$ cat src/rtl/samp_packer_pkg.sv
// rtl/samp_packer_pkg.sv - shared definitions for the sample packetizer
// Contents: FSM state encoding (declared in packet field order), default
// start marker, word geometry and the checksum step helper.
package samp_packer_pkg;

  // Default packet start marker.
  localparam logic [7:0] SYNC_BYTE_DEF = 8'h7E;

  // Bytes per sample word on the wire (least significant byte first).
  localparam int WORD_BYTES = 4;

  // The declaration order follows the packet layout:
  // SYNC, SEQ, N, then N words of data (each preceded by a LOAD), then CHK.
  typedef enum logic [2:0] {
    ST_IDLE = 3'd0,
    ST_SYNC = 3'd1,
    ST_SEQ  = 3'd2,
    ST_CNT  = 3'd3,
    ST_LOAD = 3'd4,
    ST_DATA = 3'd5,
    ST_SUM  = 3'd6
  } state_t;

  // Running checksum update; SYNC is never folded in.
  function automatic logic [7:0] chk_step(input logic [7:0] chk, input logic [7:0] b);
    return chk ^ b;
  endfunction

endpackage

$ cat src/rtl/samp_packer_if.sv
// rtl/samp_packer_if.sv - sample-in / byte-out stream bundle for samp_packer
// Ports (signals):
//   samp_stream_data[31:0]  sample word, valid while samp_stream_avail
//   samp_stream_count[7:0]  words currently streamable
//   samp_stream_avail       upstream word present
//   samp_stream_pull        consume current word this cycle
//   tx_data[7:0]            outgoing packet byte
//   tx_avail                tx_data valid
//   tx_pull                 downstream accepts byte with tx_avail
// Modports: master = packer side, slave = upstream/downstream side.
interface samp_packer_if;
  logic [31:0] samp_stream_data;
  logic [7:0]  samp_stream_count;
  logic        samp_stream_avail;
  logic        samp_stream_pull;
  logic [7:0]  tx_data;
  logic        tx_avail;
  logic        tx_pull;

  modport master (
    input  samp_stream_data, samp_stream_count, samp_stream_avail, tx_pull,
    output samp_stream_pull, tx_data, tx_avail
  );

  modport slave (
    output samp_stream_data, samp_stream_count, samp_stream_avail, tx_pull,
    input  samp_stream_pull, tx_data, tx_avail
  );
endinterface

$ cat src/rtl/samp_packer.sv
// rtl/samp_packer.sv - packs 32-bit samples into SYNC/SEQ/N/data/CHK byte packets
// Ports:
//   clk     sole clock, rising edge
//   rst     asynchronous active-high reset
//   enable  permits starting new packets
//   busy    high in every state except IDLE
//   bus     samp_packer_if.master (sample input stream, byte output stream)
module samp_packer
  import samp_packer_pkg::*;
#(
  parameter logic [7:0] SYNC_BYTE = SYNC_BYTE_DEF,
  parameter int         SEQ_W     = 8
) (
  input  logic          clk,
  input  logic          rst,
  input  logic          enable,
  output logic          busy,
  samp_packer_if.master bus
);

  localparam logic [1:0] LAST_BYTE = 2'(WORD_BYTES - 1);

  state_t           state, state_nxt;
  logic [SEQ_W-1:0] seq;
  logic [7:0]       n;
  logic [7:0]       word_cnt;
  logic [1:0]       byte_idx;
  logic [31:0]      shreg;
  logic [7:0]       chk;

  logic start;
  logic accept;

  always_ff @(posedge clk or posedge rst) begin
    if (rst) state <= ST_IDLE;
    else     state <= state_nxt;
  end

  // Outputs are decoded from state alone (plus avail in LOAD), so tx_data
  // holds steady while the downstream withholds tx_pull.
  always_comb begin
    state_nxt            = state;
    bus.tx_avail         = 1'b0;
    bus.tx_data          = 8'h00;
    bus.samp_stream_pull = 1'b0;
    start                = 1'b0;
    case (state)
      ST_IDLE: begin
        if (enable && bus.samp_stream_avail && (bus.samp_stream_count != 8'd0)) begin
          start     = 1'b1;
          state_nxt = ST_SYNC;
        end
      end
      ST_SYNC: begin
        bus.tx_avail = 1'b1;
        bus.tx_data  = SYNC_BYTE;
        if (bus.tx_pull) state_nxt = ST_SEQ;
      end
      ST_SEQ: begin
        bus.tx_avail = 1'b1;
        bus.tx_data  = seq;
        if (bus.tx_pull) state_nxt = ST_CNT;
      end
      ST_CNT: begin
        bus.tx_avail = 1'b1;
        bus.tx_data  = n;
        if (bus.tx_pull) state_nxt = ST_LOAD;
      end
      ST_LOAD: begin
        // Waits here with no timeout until upstream has a word.
        bus.samp_stream_pull = bus.samp_stream_avail;
        if (bus.samp_stream_avail) state_nxt = ST_DATA;
      end
      ST_DATA: begin
        bus.tx_avail = 1'b1;
        bus.tx_data  = shreg[7:0];
        if (bus.tx_pull && (byte_idx == LAST_BYTE))
          state_nxt = (word_cnt == n) ? ST_SUM : ST_LOAD;
      end
      ST_SUM: begin
        bus.tx_avail = 1'b1;
        bus.tx_data  = chk;
        if (bus.tx_pull) state_nxt = ST_IDLE;
      end
      default: state_nxt = ST_IDLE;
    endcase
  end

  assign accept = bus.tx_avail && bus.tx_pull;
  assign busy   = (state != ST_IDLE);

  always_ff @(posedge clk or posedge rst) begin
    if (rst) begin
      seq      <= '0;
      n        <= 8'd0;
      word_cnt <= 8'd0;
      byte_idx <= 2'd0;
      shreg    <= 32'd0;
      chk      <= 8'd0;
    end else begin
      case (state)
        ST_IDLE: begin
          // N is frozen here; later count changes do not affect this packet.
          if (start) begin
            n        <= bus.samp_stream_count;
            chk      <= 8'd0;
            word_cnt <= 8'd0;
          end
        end
        ST_SEQ:  if (accept) chk <= chk_step(chk, seq);
        ST_CNT:  if (accept) chk <= chk_step(chk, n);
        ST_LOAD: begin
          if (bus.samp_stream_avail) begin
            shreg    <= bus.samp_stream_data;
            word_cnt <= word_cnt + 8'd1;
            byte_idx <= 2'd0;
          end
        end
        ST_DATA: begin
          if (accept) begin
            chk      <= chk_step(chk, shreg[7:0]);
            shreg    <= {8'h00, shreg[31:8]};
            byte_idx <= byte_idx + 2'd1;
          end
        end
        ST_SUM:  if (accept) seq <= seq + 1'b1;
        default: ;
      endcase
    end
  end

endmodule

$ cat src/flat_wrapper.sv
// flat-port wrapper written by rule: the top's interface ports become plain ports
module samp_packer_flat import samp_packer_pkg::*;
#(
  parameter logic [7:0] SYNC_BYTE = SYNC_BYTE_DEF,
  parameter int         SEQ_W     = 8
)
  (clk, rst, enable, busy, bus_samp_stream_data, bus_samp_stream_count, bus_samp_stream_avail, bus_tx_pull, bus_samp_stream_pull, bus_tx_data, bus_tx_avail);
  samp_packer_if bus_i ();
  input  logic clk;
  input  logic rst;
  input  logic enable;
  output logic busy;
  input wire logic [$bits(bus_i.samp_stream_data)-1:0] bus_samp_stream_data;
  input wire logic [$bits(bus_i.samp_stream_count)-1:0] bus_samp_stream_count;
  input wire logic [$bits(bus_i.samp_stream_avail)-1:0] bus_samp_stream_avail;
  input wire logic [$bits(bus_i.tx_pull)-1:0] bus_tx_pull;
  output wire logic [$bits(bus_i.samp_stream_pull)-1:0] bus_samp_stream_pull;
  output wire logic [$bits(bus_i.tx_data)-1:0] bus_tx_data;
  output wire logic [$bits(bus_i.tx_avail)-1:0] bus_tx_avail;
  assign bus_i.samp_stream_data = bus_samp_stream_data;
  assign bus_i.samp_stream_count = bus_samp_stream_count;
  assign bus_i.samp_stream_avail = bus_samp_stream_avail;
  assign bus_i.tx_pull = bus_tx_pull;
  assign bus_samp_stream_pull = bus_i.samp_stream_pull;
  assign bus_tx_data = bus_i.tx_data;
  assign bus_tx_avail = bus_i.tx_avail;
  samp_packer #(.SYNC_BYTE(SYNC_BYTE), .SEQ_W(SEQ_W)) u_core (.clk(clk), .rst(rst), .enable(enable), .busy(busy), .bus(bus_i));
endmodule
$ cat config.mk
export PLATFORM = sky130hd
export DESIGN_NAME = samp_packer_flat
export DESIGN_NICKNAME = d
export VERILOG_FILES = /design/src/rtl/samp_packer_pkg.sv /design/src/rtl/samp_packer_if.sv /design/src/rtl/samp_packer.sv /design/src/flat_wrapper.sv
export SDC_FILE = /design/constraint.sdc
export NUM_CORES = 1
export LEC_CHECK = 0
export BUFFER_PORTS_ARGS = -buffer_cell sky130_fd_sc_hd__buf_2
export CORE_MARGIN = 4
export CORE_UTILIZATION = 58
export DETAILED_ROUTE_END_ITERATION = 7
export GPL_ROUTABILITY_DRIVEN = 0
export PLACE_DENSITY = 0.9
export SYNTH_ARGS = -nofsm -noshare
export SYNTH_HDL_FRONTEND = slang
export SYNTH_SLANG_ARGS = --single-unit
export TNS_END_PERCENT = 30
$ cat constraint.sdc
create_clock -name clk -period 2.45 [get_ports clk]
set_input_delay 0.49 -clock clk [delete_from_list [all_inputs] [get_ports clk]]
set_output_delay 0.49 -clock clk [all_outputs]
set_load 0.05 [all_outputs]
==> run metrics, run 1 <==
Max Slew Vio Count=0; WL/cell=about 17 µm; CTS H-tree depth=3; # IOs=between 50 and 60; Net count, final=between 500 and 600; Routed WL=around 9.4 mm; initial antenna violation count=0; HPWL after DPL=between 6 and 7 mm; vias in the first global route=3241; chip width=about 90 µm; Slew headroom=57.6%; most frequent cells in the layout=dfrtp_1, nand2_1, buf_2; WL met1=3.82 mm; Ant. Diodes=0; DRC viols=0; Cell variety after synth=roughly 50; #FFs+latches synth=69; Setup Skew=about 7.3 ps; design area=4560 µm²; synthesized instance count=approximately 430; Post-synth EDFFs=0; Leakage=between 2 and 2.5 nW; Final setup violation count=0; Clock Tree Buf Depth=2; CTS Root Cell=clkbuf_8; first-pass GRT wire length=between 15 and 20 mm; critical path required time=just under 2000 ps; largest fanout on the critical path=28; Via density=between 6 and 7; RSZ-0062 raised after global routing=yes; CTS tree=built; gr usage total=between 20% and 30%; TritonCTS Buffers=9; Worst VDD drop=slightly below 700 µV; startpoint types=flip-flop; Final Hold Vio Count=0; top sig layer=met4; min setup slack post-route=79.7 ps; synth warn=0; clock sinks=69; asr flop ratio synth=between 90% and 100%; IO Port Bufs=between 50 and 60; drt first-iter violations=just under 200; sequential share of the synthesized area=between 40% and 50%; met2 WL=approximately 4.6 mm; CP Capture Type=primary output; Syn Std Cell Area=around 4000 µm²; Worst Max-Slew Pin Slew=about 640 ps; cell total after placement=roughly 550; Tcrit/Tclk final=a little over nine tenths; commonest non-fill, non-tap cell in the layout=dfrtp_1; die height=approximately 90 µm; layout cells sized above 1=between 20% and 30%; largest net degree at the start of global routing=70; Synth Net Count=480; Placeable Area=a little under 7000 µm²; syn_area_per_cell=roughly 9.3 µm²; kind of critical path=reg -> out; # rows=30; setup bufs post-CTS=0; post-route ant nets=0; GR Overflow Total=0; reg2reg setup slack=around 320 ps; clock period minus worst slack=roughly 2400 ps; CTS clk-pin slew, worst paths=~80 ps; Peak Freq=approximately 420 MHz; Setup WS pre-CTS=356 ps; utilization after layout=~68%; met3 WL=just over 700 µm; pwr dens=between 1000 and 1500 nW/µm²; Initial Util=59.6%; Area Growth Syn to Fin=13.2%; MaxCap Viol Count=0; via count=~3400; outcome=complete, no violations; worst hold path class=in -> async; crit path DAT=1880 ps; Pre-Repair DR Iteration Count=5; fin cells=around 560; top_reg_cell synth=dfrtp_1; Die ar.=between 8000 and 9000 µm²; clk_lat worst skew=350 ps; DP Area=4350 µm²
## through the flow
stage | total power, mW | TNS (ps) | hold slack (ps)
3_3_place_gp | 4.53 | 0 | 450
2_1_floorplan | 4.03 | -1770 | 438
4_1_cts | 5.63 | -30.6 | 207
6_report | 5.64 | 0 | 202
5_1_grt | 6.04 | -12.4 | 228
3_5_place_dp | 4.67 | 0 | 461
## per-layer routing
metal | up-vias | GRT usage, %
li1 | 1615 | -
met1 | 1625 | 30.3
met4 | 0 | 8.67
met5 | - | 0
met3 | 19 | 5.80
met2 | 140 | 37.6
## final cells by class
type | count | area (µm²)
clock buffers | 11 | 141
clock inverters | 5 | 60.1
fillers | 543 | 2200
inverters | 10 | 37.5
multi-input cells | 319 | 2100
flip-flops and latches | 69 | 1730
well taps | 80 | 100
repair buffers | 67 | 394
## report_power, final
group          total, mW  internal, mW  leakage (nW)  switching (mW)
logic               2.68          1.09          1.09            1.59
registers           2.02          1.57         0.886           0.455
clock network      0.940         0.500        0.0995           0.440
## what timing repair did
item	in CTS	in global routing
gates cloned	0	0
resized for setup	1	4
endpoints found under the setup margin	2	9
pin swaps	0	0
hold buffers	0	0
## cells in the mapped netlist, types with 2 or more instances
| cell type | number | share of area [%] |
|---|---|---|
| nand3_1 | 16 | 2.0 |
| nand4_1 | 6 | 0.93 |
| or2_2 | 8 | 1.2 |
| nand2_1 | 58 | 5.4 |
| buf_4 | 4 | 0.75 |
| clkbuf_1 | 18 | 1.7 |
| or3b_2 | 8 | 1.7 |
| nor3_1 | 10 | 1.2 |
| nor4_1 | 3 | 0.47 |
| mux2i_1 | 34 | 8.4 |
| nand2b_1 | 6 | 0.93 |
| or2b_1 | 3 | 0.56 |
| or3_1 | 8 | 1.2 |
| o21ai_0 | 53 | 6.6 |
| a21oi_1 | 18 | 2.2 |
| ha_1 | 3 | 0.93 |
| o311ai_0 | 8 | 1.7 |
| nor2_1 | 5 | 0.47 |
| a2bb2oi_1 | 8 | 1.7 |
| mux2_2 | 6 | 1.7 |
| a21boi_0 | 8 | 1.5 |
| dfrtp_1 | 69 | 43 |
| xor2_1 | 13 | 2.8 |
| buf_6 | 2 | 0.56 |
| nor2b_1 | 8 | 1.2 |
| and2_1 | 3 | 0.47 |
| mux2_4 | 4 | 1.5 |
| xnor2_1 | 6 | 1.3 |
| buf_2 | 7 | 0.87 |
| inv_1 | 10 | 0.93 |
## registers in the layout (all words and copies together) (netlist names)
name and count:
u_core.state 3, u_core.n 8, u_core.byte_idx 2, u_core.word_cnt 8, u_core.shreg 32, u_core.seq 8
u_core.chk 8
## cells by family (layout without fill, tap and decap cells)
| kind of cell | count (synthesis) | in the layout | share of synthesized area, % |
|---|---|---|---|
| buffers and inverters | 44 | 93 | 5.37 |
| flip-flops | 69 | 69 | 42.8 |
| AO/OA/AOI/OAI | 105 | 105 | 15.8 |
| multiplexers | 44 | 44 | 11.6 |
| adder cells (fa/ha/maj) | 4 | 4 | 1.18 |
| XOR/XNOR | 19 | 19 | 4.13 |
| AND/OR/NAND/NOR | 147 | 147 | 19.0 |
## worst max-delay path, cell delays in order (launching register included)
cell     delay [ps]
dfrtp_1         440
buf_4           240
and3b_2         350
nand2_1          70
o21ai_0         110
buf_2           310
## final timing paths
check | from | endpoint | cells after the start
min in group clk | bus_samp_stream_data[24] | u_core.shreg[24]$_DFFE_PP0P_ | 3
worst max register to register | u_core.state[1]$_DFFE_PP0P_ | u_core.chk[7]$_DFFE_PP0P_ | 5
worst max-delay path | u_core.state[1]$_DFFE_PP0P_ | bus_tx_data[0] | 5
worst min-delay path | rst | u_core.shreg[29]$_DFFE_PP0P_ | 3
worst min register to register | u_core.shreg[30]$_DFFE_PP0P_ | u_core.shreg[30]$_DFFE_PP0P_ | 2
max in group asynchronous | rst | u_core.state[2]$_DFFE_PP0P_ | 3
No activity file was read; power rests on OpenSTA's default activity.
==> inputs of run 2 (changes only) <==
Settings changed: CORE_UTILIZATION 58 to 62, PLACE_DENSITY 0.9 to 0.95.
Clock period 2.45 ns to 2.9 ns, I/O delays scaled along.
==> run metrics, run 2 (same netlist as run 1, synthesis figures left out) <==
largest net degree at the start of global routing=70; Clock power frac=20.1%; CP Capture Type=primary output; pwr dens=1080 nW/µm²; worst hold path stage count=3; clock period minus worst slack=about 2600 ps; DRC viols=0; Routed WL=slightly below 10 mm; Sw Ratio=42.6%; Worst Hold End=u_core.shreg[26]$_DFFE_PP0P_; Min-Delay Startpoint=bus_samp_stream_data[26]; CTS clk-pin slew, worst paths=about 80 ps; WL/cell=roughly 17 µm; crit path DAT=approximately 2000 ps; cts hold-fix bufs=0; WHS=roughly 440 ps; Worst VDD drop=approximately 860 µV; die height=between 80 and 90 µm; startpoint types=flip-flop; Setup Skew=about 6.7 ps; IO Port Bufs=55; clock sinks=69; NetSw=2.12 mW; Slew headroom=around two fifths; Clock Tree Buf Depth=2; HPWL after DPL=~6.7 mm; GR Overflow Total=0; setup bufs post-CTS=0; drt first-iter violations=261; DP Area=between 4000 and 5000 µm²; FF-to-FF path depth=5; RSZ-0062 raised after global routing=no; CTS Root Cell=clkbuf_8; reg2reg setup slack=roughly 690 ps; Pre-Repair DR Iteration Count=5; initial antenna violation count=0; Worst Max-Slew Pin Slew=872 ps; Net count, final=between 500 and 600; Max Slew Vio Count=0; post-route ant nets=0; Area Growth Syn to Fin=14.3%; Placeable Area=between 6000 and 7000 µm²; Peak Freq=382 MHz; critical path required time=roughly 2300 ps; outcome=complete, no violations; vias in the first global route=~3300; Tcrit/Tclk final=around 90%; # IOs=56; clk_lat worst skew=approximately 350 ps; max reg flops=32; Power, Total=4.99 mW; Ant. Diodes=0; chip width=just under 90 µm; Leakage=2.10 nW; MaxCap Viol Count=0; worst hold path class=in -> reg; CTS H-tree depth=3; combinational fraction of design power=between 40% and 50%; Via density=roughly 6.1; TritonCTS Buffers=9; commonest non-fill, non-tap cell in the layout=dfrtp_1; # rows=29; most frequent cells in the layout=dfrtp_1, nand2_1, buf_2; utilization after layout=approximately 73%; gr usage total=around a quarter; CTS tree=built; kind of critical path=reg -> out; reg2reg start=u_core.state[0]$_DFFE_PP0P_; Initial Util=between 60% and 70%; internal power=around 2.9 mW; first-pass GRT wire length=15.8 mm; sequential share of power=approximately a third; Largest Register=u_core.shreg; Final Hold Vio Count=0; Die ar.=a little under 8000 µm²; setup TNS=0 ps; via count=3430; layout cells sized above 1=23.9%; largest fanout on the critical path=25; Final setup violation count=0; design area=4610 µm²; FF-to-FF End=u_core.chk[0]$_DFFE_PP0P_
==> run 2: final cells by class <==
class | instances | area (µm²)
clock buffers | 11 | 151
clock inverters | 5 | 106
fillers | 451 | 1710
inverters | 10 | 37.5
multi-input cells | 319 | 2100
flip-flops and latches | 69 | 1730
well taps | 77 | 96.3
repair buffers | 67 | 390
==> run 2: per-stage QoR <==
stage | std cells | setup slack, ps
floorplan | 432 | 124
global placement | 542 | 613
detailed placement | 542 | 501
CTS | 558 | 110
global route | 558 | 131
finish | 558 | 281
==> run 2: worst max-delay path by stage <==
stage          slack, ps                        start              endpoint
5_1_grt              130  u_core.state[0]$_DFFE_PP0P_        bus_tx_data[1]
2_1_floorplan        120  u_core.state[1]$_DFFE_PP0P_        bus_tx_data[1]
4_1_cts              110  u_core.state[2]$_DFFE_PP0P_  bus_samp_stream_pull
3_5_place_dp         500  u_core.state[2]$_DFFE_PP0P_  bus_samp_stream_pull
6_report             280  u_core.state[0]$_DFFE_PP0P_        bus_tx_data[6]
3_3_place_gp         610  u_core.state[2]$_DFFE_PP0P_        bus_tx_data[0]
==> run 2: critical path, cell delays in order, from the launching register on <==
cell      delay (ps)
dfrtp_1          550
buf_4            290
nand2b_1         260
o21ai_0          270
buf_2            300
==> run 2: power groups by stage <==
stage | registers [mW] | clock network, mW | logic (mW)
after floorplan | 1.54 | 0 | 1.87
after global placement | 1.70 | 0 | 2.12
after global routing | 1.78 | 1.05 | 2.47
final | 1.74 | 1.00 | 2.24
after CTS | 1.72 | 1.01 | 2.24
after detailed placement | 1.74 | 0 | 2.22
==> run 2: layer usage <==
metal,track usage [%],up-vias,part of all wire (%)
met5,0,-,0
met4,10.7,0,3.0
li1,-,1609,-
met1,35.4,1644,42
met3,6.24,26,7.2
met2,42.0,151,48
==> run 2: repair_timing <==
item                                    in CTS  in global routing
endpoints found under the setup margin       0                  1
hold endpoints to repair                     0                  0
gates resized for setup                      0                  1
==> inputs of run 3 (changes only) <==
Settings changed: CORE_UTILIZATION 62 to 30, HOLD_SLACK_MARGIN set to 0.03, PLACE_DENSITY 0.95 to 0.57.
==> run metrics, run 3 (same netlist as run 1, synthesis figures left out) <==
Slew headroom=54.6%; Final setup violation count=0; Power, Total=roughly 5.1 mW; Net count, final=~520; WL/cell=~15 µm; outcome=complete, no violations; CTS H-tree depth=3; combinational fraction of design power=roughly 44%; Via density=4.91; CP Buf/Inv Count=2; design area=roughly 4800 µm²; gate family responsible for the most delay along the worst path=flip-flops; Clock power frac=between 20 and 25%; chip width=~120 µm; top sig layer=met4; Reg area=approximately 1700 µm²; Post-CTS Resized=0; crit path DAT=2060 ps; Fill cells=1341; clk_lat worst skew=about 330 ps; TritonCTS Buffers=9; most frequent cells in the layout=dfrtp_1, nand2_1, buf_2; Ant. Diodes=0; internal power=2.95 mW; DRC viols=0; post-route ant nets=0; Worst Max-Slew Pin Slew=approximately 680 ps; Largest Register=u_core.shreg; setup bufs post-CTS=0; Placeable Area=about 13000 µm²; kind of critical path=reg -> out; commonest non-fill, non-tap cell in the layout=dfrtp_1; CTS clk-pin slew, worst paths=60 ps; WHS=between 300 and 400 ps; Peak Freq=379 MHz; Clock Tree Buf Depth=2; WL met1=4.83 mm; fin cells=between 600 and 700; Routed WL=approximately 10 mm; vias in the first global route=3290; Worst path max stage delay=roughly 700 ps; min setup slack post-route=260 ps; cell total after placement=~640; startpoint types=flip-flop; critical path required time=around 2300 ps; IO Port Bufs=55; clock period minus worst slack=~2600 ps; NetSw=between 2 and 2.5 mW; RSZ-0062 raised after global routing=no; cts hold-fix bufs=0; Setup WS pre-CTS=623 ps; pwr dens=1060 nW/µm²; clock sinks=69; via count=3226; worst-path cell chain=nand3_1 -> inv_1 -> buf_2; initial antenna violation count=0; CTS tree=built; CTS Root Cell=clkbuf_16; met3 WL=594 µm; DP Area=about 4500 µm²; Sw Ratio=between 40% and 50%; gr usage total=between 10% and 20%; Area Growth Syn to Fin=19.0%; drt first-iter violations=133; layout cells sized above 1=a little under a quarter; Final Hold Vio Count=0; # rows=42; die height=124 µm; # IOs=56; setup TNS=0 ps; Max Slew Vio Count=0; Tcrit/Tclk final=approximately 91%; Worst VDD drop=420 µV; largest fanout on the critical path=17; utilization after layout=between 30% and 40%; HPWL after DPL=7.11 mm; met2 WL=~4.4 mm; Initial Util=between 30 and 40%; Multi-input gate area=2100 µm²; sequential share of power=33.7%; MaxCap Viol Count=0; Pre-Repair DR Iteration Count=4; max reg flops=32; Slowest cell on crit path=dfrtp_1; CP Capture Type=primary output; largest net degree at the start of global routing=70; first-pass GRT wire length=between 15 and 20 mm; worst hold path class=in -> async; Leakage=2.13 nW; Setup Skew=approximately 8.1 ps; Die ar.=roughly 15000 µm²; GR Overflow Total=0
-- run 3: changes by cell type in the layout (fill, tap and decap cells not counted), moves of 2 or more --
cell,previous run,this run
clkbuf_8,11,1
clkbuf_16,0,9
bufinv_16,3,1
buf_12,2,4
buf_4,10,8
-- run 3: final timing paths --
check / from / to / slack (ps) / cells after the start
worst max-delay path: u_core.state[2]$_DFFE_PP0P_ / bus_samp_stream_pull / 260 / 3
worst min-delay path: rst / u_core.word_cnt[0]$_DFFE_PP0P_ / 320 / 3
worst max register to register: u_core.state[2]$_DFFE_PP0P_ / u_core.n[5]$_DFFE_PP0P_ / 750 / 5
worst min register to register: u_core.shreg[30]$_DFFE_PP0P_ / u_core.shreg[30]$_DFFE_PP0P_ / 470 / 2
max in group asynchronous: rst / u_core.seq[5]$_DFFE_PP0P_ / 2280 / 3
min in group clk: bus_samp_stream_data[29] / u_core.shreg[29]$_DFFE_PP0P_ / 460 / 3
-- run 3: area by class of cell --
cell class                      count  area share, %
Clock buffer                       11           5.06
Clock inverter                      5           1.23
Inverter                           10          0.782
Multi-Input combinational cell    319           43.7
Sequential cell                    69           36.0
Tap cell                          176           4.59
Timing Repair Buffer               67           8.66
-- run 3: routing by layer --
layer	vias to the layer above	track usage, %
met3	14	4.50
met1	1511	19.0
met2	84	20.4
li1	1617	-
met4	0	4.59
met5	-	0
-- run 3: power groups by stage --
stage	Clock, mW	Combinational, mW	Sequential [mW]
4_1_cts	1.14	2.28	1.72
2_1_floorplan	0	1.87	1.54
6_report	1.11	2.26	1.71
3_3_place_gp	0	2.22	1.71
3_5_place_dp	0	2.27	1.73
5_1_grt	1.18	2.52	1.78
-- run 3: tightest hold or removal path, delay by kind of cell --
| family | cells | cell delay (ps) |
|---|---|---|
| buf+inv | 3 | 480 |
